===== config.mk =====
export PLATFORM = sky130hd
export DESIGN_NAME = vend_seq_ctrl
export DESIGN_NICKNAME = d
export VERILOG_FILES = /design/src/rtl/vend_pkg.sv /design/src/rtl/vend_change_ejector.sv /design/src/rtl/vend_seq_ctrl.sv
export SDC_FILE = /design/constraint.sdc
export NUM_CORES = 1
export LEC_CHECK = 0
export ABC_AREA = 1
export CAP_MARGIN = 20
export CORE_ASPECT_RATIO = 0.6
export CORE_UTILIZATION = 25
export DETAILED_ROUTE_END_ITERATION = 8
export GPL_TIMING_DRIVEN = 1
export PLACE_DENSITY = 0.46
export SKIP_CTS_REPAIR_TIMING = 1
export SLEW_MARGIN = 25
export SYNTH_ARGS = -nofsm -noshare
export SYNTH_HDL_FRONTEND = slang
export SYNTH_SLANG_ARGS = --single-unit

===== constraint.sdc =====
create_clock -name i_clk -period 3.7 [get_ports i_clk]
set_clock_uncertainty 0.05 [all_clocks]
set_input_delay 0.74 -clock i_clk [delete_from_list [all_inputs] [get_ports i_clk]]
set_output_delay 0.74 -clock i_clk [all_outputs]
set_load 0.05 [all_outputs]

===== src/rtl/vend_pkg.sv =====
// Shared definitions for the vending sequencer: FSM states, accepted coin values
// and the denominations the change ejector can pay out.
package vend_pkg;

  typedef enum logic [2:0] {
    ST_IDLE,
    ST_COLLECT,
    ST_DISPENSE,
    ST_CHANGE,
    ST_REFUND
  } vend_state_t;

  localparam int unsigned NICKEL_CENTS  = 5;
  localparam int unsigned DIME_CENTS    = 10;
  localparam int unsigned QUARTER_CENTS = 25;

  localparam int unsigned CHG_DIME_CENTS   = 10;
  localparam int unsigned CHG_NICKEL_CENTS = 5;

endpackage


===== src/rtl/vend_change_ejector.sv =====
// Greedy coin ejector: offers a dime while credit >= 10, else a nickel, and reports
// the accepted ejection plus the credit left after it.
module vend_change_ejector
  import vend_pkg::*;
#(
  parameter int unsigned CREDIT_W = 6
) (
  input  logic                active,
  input  logic [CREDIT_W-1:0] credit,
  input  logic                chg_ready,
  output logic                chg_valid,
  output logic                chg_dime,
  output logic                take,
  output logic [CREDIT_W-1:0] credit_nxt
);

  localparam logic [CREDIT_W-1:0] DIME_V   = CREDIT_W'(CHG_DIME_CENTS);
  localparam logic [CREDIT_W-1:0] NICKEL_V = CREDIT_W'(CHG_NICKEL_CENTS);

  // Driven only from registered state and credit, so valid/type cannot move
  // while the ejector stalls on ready.
  always_comb begin
    chg_valid  = active && (credit != '0);
    chg_dime   = chg_valid && (credit >= DIME_V);
    take       = chg_valid && chg_ready;
    credit_nxt = credit - (chg_dime ? DIME_V : NICKEL_V);
  end

endmodule


===== src/rtl/vend_seq_ctrl.sv =====
// Vending machine sequencer: collects coins, dispenses at PRICE, then returns
// change or refunds through the shared change ejector.
module vend_seq_ctrl
  import vend_pkg::*;
#(
  parameter int unsigned PRICE    = 20,
  parameter int unsigned TIMEOUT  = 255,
  parameter int unsigned CREDIT_W = 6
) (
  input  logic                i_clk,
  input  logic                i_rst,
  input  logic                i_nickle,
  input  logic                i_dime,
  input  logic                i_quarter,
  input  logic                i_cancel,
  output logic                o_disp_req,
  input  logic                i_disp_ack,
  output logic                o_chg_valid,
  output logic                o_chg_dime,
  input  logic                i_chg_ready,
  output logic                o_coin_reject,
  output logic [CREDIT_W-1:0] o_credit,
  output logic                o_busy
);

  localparam int unsigned TO_W = (TIMEOUT < 2) ? 1 : $clog2(TIMEOUT + 1);
  localparam logic [CREDIT_W-1:0] PRICE_C  = CREDIT_W'(PRICE);
  localparam logic [TO_W-1:0]     TO_LAST  = TO_W'(TIMEOUT - 1);

  vend_state_t         state;
  logic [CREDIT_W-1:0] credit;
  logic [TO_W-1:0]     to_cnt;
  logic                coin_rej_q;

  logic [1:0]          coin_cnt;
  logic                coin_one;
  logic                coin_ok;
  logic                reject_nxt;
  logic [CREDIT_W-1:0] coin_val;
  logic [CREDIT_W-1:0] credit_add;
  logic                busy;
  logic                ej_active;
  logic                ej_take;
  logic [CREDIT_W-1:0] ej_credit_nxt;

  always_comb begin
    coin_cnt   = 2'(i_nickle) + 2'(i_dime) + 2'(i_quarter);
    coin_one   = (coin_cnt == 2'd1);
    busy       = !((state == ST_IDLE) || (state == ST_COLLECT));
    coin_ok    = coin_one && !busy;
    reject_nxt = (coin_cnt > 2'd1) || (coin_one && busy);
    coin_val   = '0;
    if (i_nickle)       coin_val = CREDIT_W'(NICKEL_CENTS);
    else if (i_dime)    coin_val = CREDIT_W'(DIME_CENTS);
    else if (i_quarter) coin_val = CREDIT_W'(QUARTER_CENTS);
    credit_add = credit + coin_val;
    ej_active  = (state == ST_CHANGE) || (state == ST_REFUND);
  end

  vend_change_ejector #(
    .CREDIT_W (CREDIT_W)
  ) u_ejector (
    .active     (ej_active),
    .credit     (credit),
    .chg_ready  (i_chg_ready),
    .chg_valid  (o_chg_valid),
    .chg_dime   (o_chg_dime),
    .take       (ej_take),
    .credit_nxt (ej_credit_nxt)
  );

  always_ff @(posedge i_clk) begin
    if (i_rst) begin
      state      <= ST_IDLE;
      credit     <= '0;
      to_cnt     <= '0;
      coin_rej_q <= 1'b0;
    end else begin
      coin_rej_q <= reject_nxt;
      case (state)
        ST_IDLE: begin
          if (coin_ok) begin
            credit <= credit_add;
            to_cnt <= '0;
            state  <= ST_COLLECT;
          end
        end
        // A coin is credited before cancel is considered; cancel only wins below PRICE.
        ST_COLLECT: begin
          if (coin_ok) begin
            credit <= credit_add;
            to_cnt <= '0;
            if (credit_add >= PRICE_C) state <= ST_DISPENSE;
            else if (i_cancel)         state <= ST_REFUND;
          end else if (credit >= PRICE_C) begin
            state <= ST_DISPENSE;
          end else if (i_cancel) begin
            to_cnt <= '0;
            state  <= ST_REFUND;
          end else if (to_cnt == TO_LAST) begin
            to_cnt <= '0;
            state  <= ST_REFUND;
          end else begin
            to_cnt <= to_cnt + 1'b1;
          end
        end
        ST_DISPENSE: begin
          if (i_disp_ack) begin
            credit <= credit - PRICE_C;
            state  <= (credit == PRICE_C) ? ST_IDLE : ST_CHANGE;
          end
        end
        ST_CHANGE, ST_REFUND: begin
          if (credit == '0) begin
            state <= ST_IDLE;
          end else if (ej_take) begin
            credit <= ej_credit_nxt;
            if (ej_credit_nxt == '0) state <= ST_IDLE;
          end
        end
        default: state <= ST_IDLE;
      endcase
    end
  end

  assign o_disp_req    = (state == ST_DISPENSE);
  assign o_busy        = busy;
  assign o_coin_reject = coin_rej_q;
  assign o_credit      = credit;

endmodule

* After elaboration in Yosys (flattened, before gate mapping)
Index checks and enable logic that the tools add are counted.
Cells by class: $add $sub $neg 6, magnitude comparators 4, equal/unequal tests 17, mux-type cells 28, reduce and logical (&&, ||, !) cells 20
Operators by type and width (number):
- $mux W8 | 5
- $mux W3 | 11
- $mux W6 | 5
- $pmux W6 S3 | 1
- $pmux W8 S2 | 1
- $ge A6 B5 Y1 const B | 2
- $logic_not A6 Y1 | 2
- $pmux W3 S4 | 1
- $mux W5 | 2
- $ne A3 B3 Y1 const B | 3
- $add A8 B1 Y8 const B | 1
- $eq A8 B8 Y1 const B | 1
- $add A6 B6 Y6 | 1
- $eq A3 B2 Y1 const B | 2
- $eq A6 B5 Y1 const B | 1
- $ge A6 B4 Y1 const B | 1
- $ne A2 B2 Y1 const B | 3
- $reduce_and A6 Y1 | 1
- $reduce_bool A6 Y1 | 1
- $sub A6 B5 Y6 const B | 1
- $sub A6 B6 Y6 | 1
- $logic_and A1 B1 Y1 | 5
- $ne A5 B3 Y1 const B | 1
- $reduce_and A5 Y1 | 1
- other kinds (17) | 21
Word-level totals: register bits 18, bits of input ports 8, output and inout port bits 11, word-level logic and storage cells 79

* Longest topological paths before layout
depth after elaboration 11, mapped depth 22, gate-level depth less buffers 22

* Cells and area by module
A second synthesis with hierarchy kept.
Second synthesis, totals: cell total of the unflattened synthesis 259, area, all modules 1711.6 um2
Modules (own cells, without submodules):
- vend_seq_ctrl | times used 1, cells an instance 216, area an instance 1450.1 um2, sequential area each 360.3 um2
- vend_change_ejector | times used 1, cells an instance 43, area an instance 261.5 um2, sequential area each 0.0 um2

* Worst setup path before layout
OpenSTA, ideal clock, no wires.
path type reg-to-reg, start register credit[2] (netlist: o_credit[2]), end register state[0], arrival 4088 ps, slack -551 ps, stages on the path, launching flop included 20, cells stage by stage dfxtp_1 > inv_1 > ha_1 > nand2_1 > nor2_1 > inv_1 > nand2_2 > a31oi_1 > inv_1 > ha_1 > fa_1 > nand3_1 > nor2_1 > nand3_1 > nor2_1 > a21oi_1 > nor2_1 > nand2_1 > nand2_1 > nor2_1
Between the ends: word-level cells in the longest chain between the ends 8, elaborated cells on any way between the ends 25, classes of those cells add/sub (2); order compare (3); eq/ne (5); mux (8); reduce/logical (7)
RTL lines:
- start: declaration | RTL line vend_seq_ctrl.sv:31 | logic [CREDIT_W-1:0] credit;
- start signal: assignment | RTL line vend_seq_ctrl.sv:83 | credit <= credit_add;
- start signal: assignment | RTL line vend_seq_ctrl.sv:91 | credit <= credit_add;
- start signal: assignment | RTL line vend_seq_ctrl.sv:109 | credit <= credit - PRICE_C;
- parallel branches: the longest is 2 deep, another holds $ge A6 B4 Y1
- $logic_and A1 B1 Y1 (*) | RTL line vend_change_ejector.sv:24 | chg_dime = chg_valid && (credit >= DIME_V);
- via o_chg_dime | RTL line vend_seq_ctrl.sv:19 | output logic o_chg_dime,
- $mux W4 (*) | RTL line vend_change_ejector.sv:26 | credit_nxt = credit - (chg_dime ? DIME_V : NICKEL_V);
- $sub A6 B6 Y6 (*) | RTL line vend_change_ejector.sv:26
- $logic_not A6 Y1 (*) | RTL line vend_seq_ctrl.sv:118 | if (ej_credit_nxt == '0) state <= ST_IDLE;
- $ne A3 B3 Y1 (no line) (*)
- $reduce_and A6 Y1 (no line) (*)
- end signal: assignment | RTL line vend_seq_ctrl.sv:110 | state <= (credit == PRICE_C) ? ST_IDLE : ST_CHANGE;
- end: declaration | RTL line vend_seq_ctrl.sv:30 | vend_state_t state;
Mark *: on every way through the listed nets, which the timed path passes. The select of a mux whose other input is x is not followed. A chain may end at the register's enable or synchronous reset.

* Worst setup path after layout
start register state[2], end output port o_chg_dime
Between the ends: word-level cells in the longest chain between the ends 4, elaborated cells on any way between the ends 5, classes of those cells eq/ne (2); reduce/logical (3)
RTL lines:
- $eq A3 B2 Y1 / $eq A3 B3 Y1 (equally long branches) | RTL line vend_seq_ctrl.sv:57 | ej_active = (state == ST_CHANGE) || (state == ST_REFUND);
- $logic_or A1 B1 Y1 (*) | RTL line vend_seq_ctrl.sv:57
- $logic_and A1 B1 Y1 (*) | RTL line vend_change_ejector.sv:23 | chg_valid = active && (credit != '0);
- $logic_and A1 B1 Y1 (*) | RTL line vend_change_ejector.sv:24
- end: declaration | RTL line vend_seq_ctrl.sv:19
Every way passes the cells marked *; elsewhere a longest branch is shown, timed or not.

==> out/metrics.yaml <==
placed_design:
  hpwl_mm: 4.13
  dp_slack_ns: 0.278
  gp_congestion: 0.820
  portBuffers: 18
  dp.cells: 372
run:
  maxCapViolations: 0
min_path:
  worstHoldEndpoint: "to_cnt[7]$_SDFFE_PP0P_"
  hold_path.class: "reg2reg"
  hold_depth: 2
  min_from: "to_cnt[7]$_SDFFE_PP0P_"
finish:
  fillers: 697
  stdcell_count: 376
  nets: 319
  multi_input_area_mm2: 0.00119
  area_growth_pct: 25.5
  drive_gt1_share_pct: 13.4
  antenna_cells: 0
  regArea_um2: 360
die:
  num_io_pins: 19
  placementRows: 22
  initial_utilization_pct: 26.9
  coreArea_mm2: 0.00636
  die_w_um: 109
  die_area_mm2: 0.00719
  fp.dieH_um: 66.1
drt:
  first_pass_iters: 5
  vias: 1710
  drt_iter0_markers: 102
  routed_wl_mm: 4.87
  final_antenna_net_count: 0
  route.detailed.drc: 0
  vias_per_cell: 4.55
  avgRoutedWirePerCell_um: 12.9
synthesis:
  synth_seq_cells: 18
  synth_async_sr_flop_share_pct: 0
  syn_inst: 264
  synth_ff_type: "dfxtp_1"
  synth_edf_count: 0
  synth_seq_area_share_pct: 21.1
  netlist_area_mm2: 0.00171
  syn_area_per_cell_um2: 6.48
  synth_top_cell_by_area: "dfxtp_1"
  yosysMostFrequentCell: "nand2_1"
  ys_types: 32
  synth_top_area_share_pct: 21.1
  ys_warn_count: 0
  synthTopCellsByCount: "nand2_1, inv_1, nor2_1, nand3_1, dfxtp_1"
  synth_nets: 290
  synthTopCellsByArea: "dfxtp_1, nand2_1, ha_1, inv_1, nor2_1"
clock_tree:
  cts_root_buf: "clkbuf_16"
  insertion_delay_ns: 0.26
  cts_sinks: 18
  clk_path_buf_depth: 2
  htree_levels: 1
  tritoncts: "built"
  numCtsBuffers: 3
  clk_pin_slew_ns: 0.06
timing:
  timing.final.hold_violations: 0
  tightest_slew_ns: 0.505
  setup_viol: 0
  fin_tns_setup_ns: 0
  maxSlewViolCount: 0
  layout_worst_path_cycle_share_pct: 88.9
  finalCriticalPeriod_ns: 3.29
  rsz0062_at_grt: "no"
  timing.fmax_ghz: 0.304
  slew_headroom_pct: 66.2
  setup_slack_ns: 0.411
global_route:
  grt_pass1_wl_mm: 8.16
  grt_start_max_net_pins: 11
  grt_pass1_vias: 1582
  antenna_found_initial: 0
  gr-usage-all-layers_pct: 15.1
  overflow: 0
worst_setup_path:
  cpLargestDelayFamily: "buffers and inverters"
  cp.required_ns: 2.91
  reg2reg_depth: 18
  path_buf_inv: 3
  critPathMaxFanout: 6
  worst_setup_path_start_kind: "register"
  path_common_cell: "nand2_2"
  reg2reg_slack_ns: 0.56
  reg2reg_from: "state[2]$_SDFFE_PP0P_"
  path_cells: "nor2_2 -> inv_2 -> nand2_2 -> a21oi_4 -> nand2_2 -> a31oi_4 -> buf_4 -> clkdlybuf4s50_1"
  cp-end-kind: "output port"
  slowest_stage: "clkdlybuf4s50_1"
  cp.arrival_ns: 2.50
  worstReg2RegEnd: "state[0]$_SDFFE_PP0P_"
  max_stage_delay_ns: 0.80
  worstSetupPathType: "reg2out"
run_status:
  status: "complete, no violations"
power:
  total_power_uw: 1660
  leakage_uw: 0.000976
  powerDensity_mw_per_mm2: 774
  ir_worst_vdd_mv: 0.199
-- where the power goes --
group / leakage [µW] / internal (µW) / switching, µW
sequential: 0.000148 / 241 / 37.7
clock: 0.0000442 / 165 / 83.0
combinational: 0.000785 / 380 / 756
-- worst min-delay path, delay by kind of cell (launching register included) --
| kind | cells | cell delay, ns |
|---|---|---|
| flip-flops | 1 | 0.34 |
| AND/OR/NAND/NOR | 1 | 0.07 |
| XOR/XNOR | 1 | 0.07 |
-- state kept, by name, indices dropped and copies added, names as in the netlist --
register and count:
state 3, o_coin_reject 1, to_cnt 8, o_credit 6
-- layout by cell type (no fill, tap or decap), drive strengths merged --
| master | netlist | final |
|---|---|---|
| clkinv | 1 | 1 |
| a221oi | 1 | 1 |
| inv | 44 | 44 |
| nand3b | 1 | 1 |
| nand4 | 5 | 5 |
| nand3 | 22 | 22 |
| a211oi | 2 | 2 |
| clkdlybuf4s50 | 0 | 18 |
| nor2 | 34 | 34 |
| xor2 | 6 | 6 |
| dfxtp | 18 | 18 |
| clkbuf | 0 | 4 |
| o211ai | 1 | 1 |
| a21oi | 19 | 19 |
| buf | 1 | 7 |
| nor3 | 7 | 7 |
| o22ai | 3 | 3 |
| o21ai | 15 | 15 |
| a31oi | 2 | 2 |
| ha | 15 | 15 |
| fa | 3 | 3 |
| nand2 | 64 | 64 |
-- logic make-up (layout without fill, tap and decap cells) --
logic type | after synthesis | after routing | share of synthesized area, %
buf+inv | 46 | 74 | 10.3
compound gates | 43 | 43 | 15.4
flops | 18 | 18 | 21.1
fa+ha+maj | 18 | 18 | 14.5
xor+xnor | 6 | 6 | 3.07
simple gates | 133 | 133 | 35.7
-- layout make-up --
type / count / area share (%)
flip-flops and latches: 18 / 16.8
clock buffers: 4 / 4.14
multi-input cells: 200 / 55.4
well taps: 84 / 4.90
inverters: 45 / 7.98
repair buffers: 25 / 10.8
-- stage by stage --
step / util [%] / area, µm² / hold slack, ns
global route: 33.8 / 2150 / 0.498
detailed placement: 32.4 / 2060 / 0.462
floorplan: - / 1730 / 0.429
finish: 33.8 / 2150 / 0.462
CTS: 33.8 / 2150 / 0.474
global placement: 32.4 / 2060 / 0.452
-- how the worst max path moves through the flow --
stage / start / endpoint / slack [ns] / cells after the start
after detailed placement: i_nickle / state[0]$_SDFFE_PP0P_ / 0.28 / 17
after floorplan: o_credit[2]$_SDFFE_PP0P_ / state[0]$_SDFFE_PP0P_ / 0.13 / 19
after CTS: state[2]$_SDFFE_PP0P_ / o_chg_dime / 0.41 / 8
final: state[2]$_SDFFE_PP0P_ / o_chg_dime / 0.41 / 8
after global routing: i_nickle / state[2]$_SDFFE_PP0P_ / 0.25 / 17
after global placement: i_nickle / state[0]$_SDFFE_PP0P_ / 0.30 / 17
-- metal layers --
metal | track usage [%] | up-vias | part of all wire, %
li1 | - | 919 | -
met3 | 2.27 | 3 | 4.9
met2 | 18.9 | 30 | 34
met5 | 0 | - | 0
met4 | 3.04 | 0 | 0.39
met1 | 25.3 | 758 | 61
(Power assumes the default switching activity.)
==> patch (config.mk and constraints unchanged) <==
`CREDIT_W` is set to 6 in 2 places; all go to 4.
--- a/src/rtl/vend_change_ejector.sv
+++ b/src/rtl/vend_change_ejector.sv
@@ -5,3 +5,3 @@
 #(
-  parameter int unsigned CREDIT_W = 6
+  parameter int unsigned CREDIT_W = 4
 ) (
--- a/src/rtl/vend_seq_ctrl.sv
+++ b/src/rtl/vend_seq_ctrl.sv
@@ -7,3 +7,3 @@
   parameter int unsigned TIMEOUT  = 255,
-  parameter int unsigned CREDIT_W = 6
+  parameter int unsigned CREDIT_W = 4
 ) (
Interface: changed (resized o_credit); port bits go from 19 to 17. The function was not compared with the original's and may differ.
==> patch against the original RTL <==
- the flow now finishes with violations (DRC)
- final area is 22% lower
- non-clock buffer count down 7
- sequential power fell by 13%
- setup slack gained 140 ps
- highest routed layer unchanged
- power down 32%
- sequential cell count is 2 lower
- synthesized area is 20% lower
- largest power group unchanged
- routed wire length is 27% lower
- final cell count is 21% lower
- register-to-register slack better by 460 ps
==> patch: results (changes against the original RTL) <==
Parameter                              Value

Pwr
  Worst ir drop on vdd    192 uV (-3.4%)
  LEAKAGE    0.771 nW (-21%)

Final layout
  Final-stage net count    253 (-21%)
  Final cell count without fillers    296 (-21%)
  Ratio of cells with drive above 1 in the final layout    13.9% (+0.56 points)

Logic synthesis
  Number of library cell types mapped by synthesis    29 (-9.4%)
  Cell types with the highest counts after synthesis    47 x sky130_fd_sc_hd__nand2_1, 28 x sky130_fd_sc_hd__inv_1, 20 x sky130_fd_sc_hd__nand3_1
  Synthesized net count    230 (-21%)
  Synthesized instance count    208 (-21%)
  Register area share after synthesis    23.4% (+2.3 points)
  Synth warnings    0 (unchanged)
  Top cells by area in the synthesized netlist    sky130_fd_sc_hd__dfxtp_1 23%, sky130_fd_sc_hd__nand2_1 13%, sky130_fd_sc_hd__ha_1 10%

Clock tree
  CTS Root Buffer Type    sky130_fd_sc_hd__clkbuf_8
  Maximum clock path buffer count    2 (unchanged)
  Clock network latency to the later pin of the worst-skew pair    250 ps

Placed design
  Post-DP Area    0.00163 mm2 (-21%)
  Placed wire-length estimate    2900 um (-30%)
  Cell count after placement    292 (-22%)
  Last weighted congestion value of the routability-driven placer    0.823 (+0.28%)
  IO buf count    16 (-2)

Detailed routing
  Vias    1287 (-25%)
  Iteration-0 DRC count of the detailed router    82 (-20%)
  Routed wire length    3550 um (-27%)
  Remaining DRCs    2 (+2)
  Number of iterations in the first detailed-routing pass    6 (+1)

Run status
  Result of the run    complete, but fails checks
  Failing checks    DRC

Global routing
  Wire length of the first global-routing pass    6060 um (-26%)
  All-Layer GR Usage    13.6% (-1.5 points)
  Via count of the first global-routing pass    1219 (-23%)

Timing
  Fmax    318 MHz (+4.4%)
  Worst slew margin relative to its limit    66.0% (-0.25 points)

Worst setup path
  Maximum fanout along the worst path    9 (+3)
  Endpoint arrival time on the critical path    2360 ps (-140 ps)
  CP peak stage delay    880 ps (+80 ps)
==> patch: stage by stage <==
stage	power, W	setup WS (ps)	hold slack, ps
floorplan	0.000780	199	403
global placement	0.000989	610	417
detailed placement	0.000973	548	421
CTS	0.00114	511	432
global route	0.00124	395	449
finish	0.00114	551	432
==> patch: metal layers <==
| metal | part of all wire [%] | vias up | GRT usage [%] |
|---|---|---|---|
| met4 | 0.31 | 0 | 1.95 |
| li1 | - | 712 | - |
| met1 | 62 | 546 | 22.6 |
| met3 | 5.6 | 2 | 3.18 |
| met2 | 32 | 27 | 16.7 |
| met5 | 0 | - | 0 |
==> patch: cell type report <==
| type | instances | area (um2) |
|---|---|---|
| fillers | 561 | 3500 |
| multi-input cells | 158 | 923 |
| flip-flops and latches | 16 | 320 |
| repair buffers | 18 | 175 |
| inverters | 34 | 128 |
| well taps | 66 | 82.6 |
| clock buffers | 4 | 55.1 |
==> patch: worst paths after layout <==
check             depth (start not counted)  slack [ps]         from         end
setup reg to reg                         15        1020  o_credit[1]    state[0]
hold reg to reg                           2         430    to_cnt[7]   to_cnt[7]
setup / recovery                          3         550  o_credit[1]  o_chg_dime
hold / removal                            2         430    to_cnt[7]   to_cnt[7]
==> patch: cell families after synthesis <==
group                    share of synthesized area [%]
buffers and inverters                             9.31
XOR/XNOR                                          1.92
AO/OA/AOI/OAI                                     11.8
flip-flops                                        23.4
adder cells (fa/ha/maj)                           14.4
AND/OR/NAND/NOR                                   39.2
==> patch: power breakdown <==
| part | internal (W) | switching, W | total (W) |
|---|---|---|---|
| clock network | 0.0000945 | 0.0000659 | 0.000160 |
| registers | 0.000205 | 0.0000386 | 0.000243 |
| logic | 0.000247 | 0.000487 | 0.000734 |
| total | 0.000546 | 0.000591 | 0.00114 |
==> patch: worst register-to-register path, cell delays in order (launching register included) <==
cell	delay, ps
sky130_fd_sc_hd__dfxtp_1	600
sky130_fd_sc_hd__a21oi_1	230
sky130_fd_sc_hd__nor3_2	400
sky130_fd_sc_hd__ha_1	340
sky130_fd_sc_hd__a21oi_1	200
sky130_fd_sc_hd__nand2_1	70
sky130_fd_sc_hd__nand2_1	60
sky130_fd_sc_hd__nand2_1	80
sky130_fd_sc_hd__inv_1	60
sky130_fd_sc_hd__nand2_1	70
sky130_fd_sc_hd__nand3_2	80
sky130_fd_sc_hd__nand2_2	80
sky130_fd_sc_hd__nand2_2	90
sky130_fd_sc_hd__inv_2	40
sky130_fd_sc_hd__nor2_1	80
sky130_fd_sc_hd__nor2_1	50
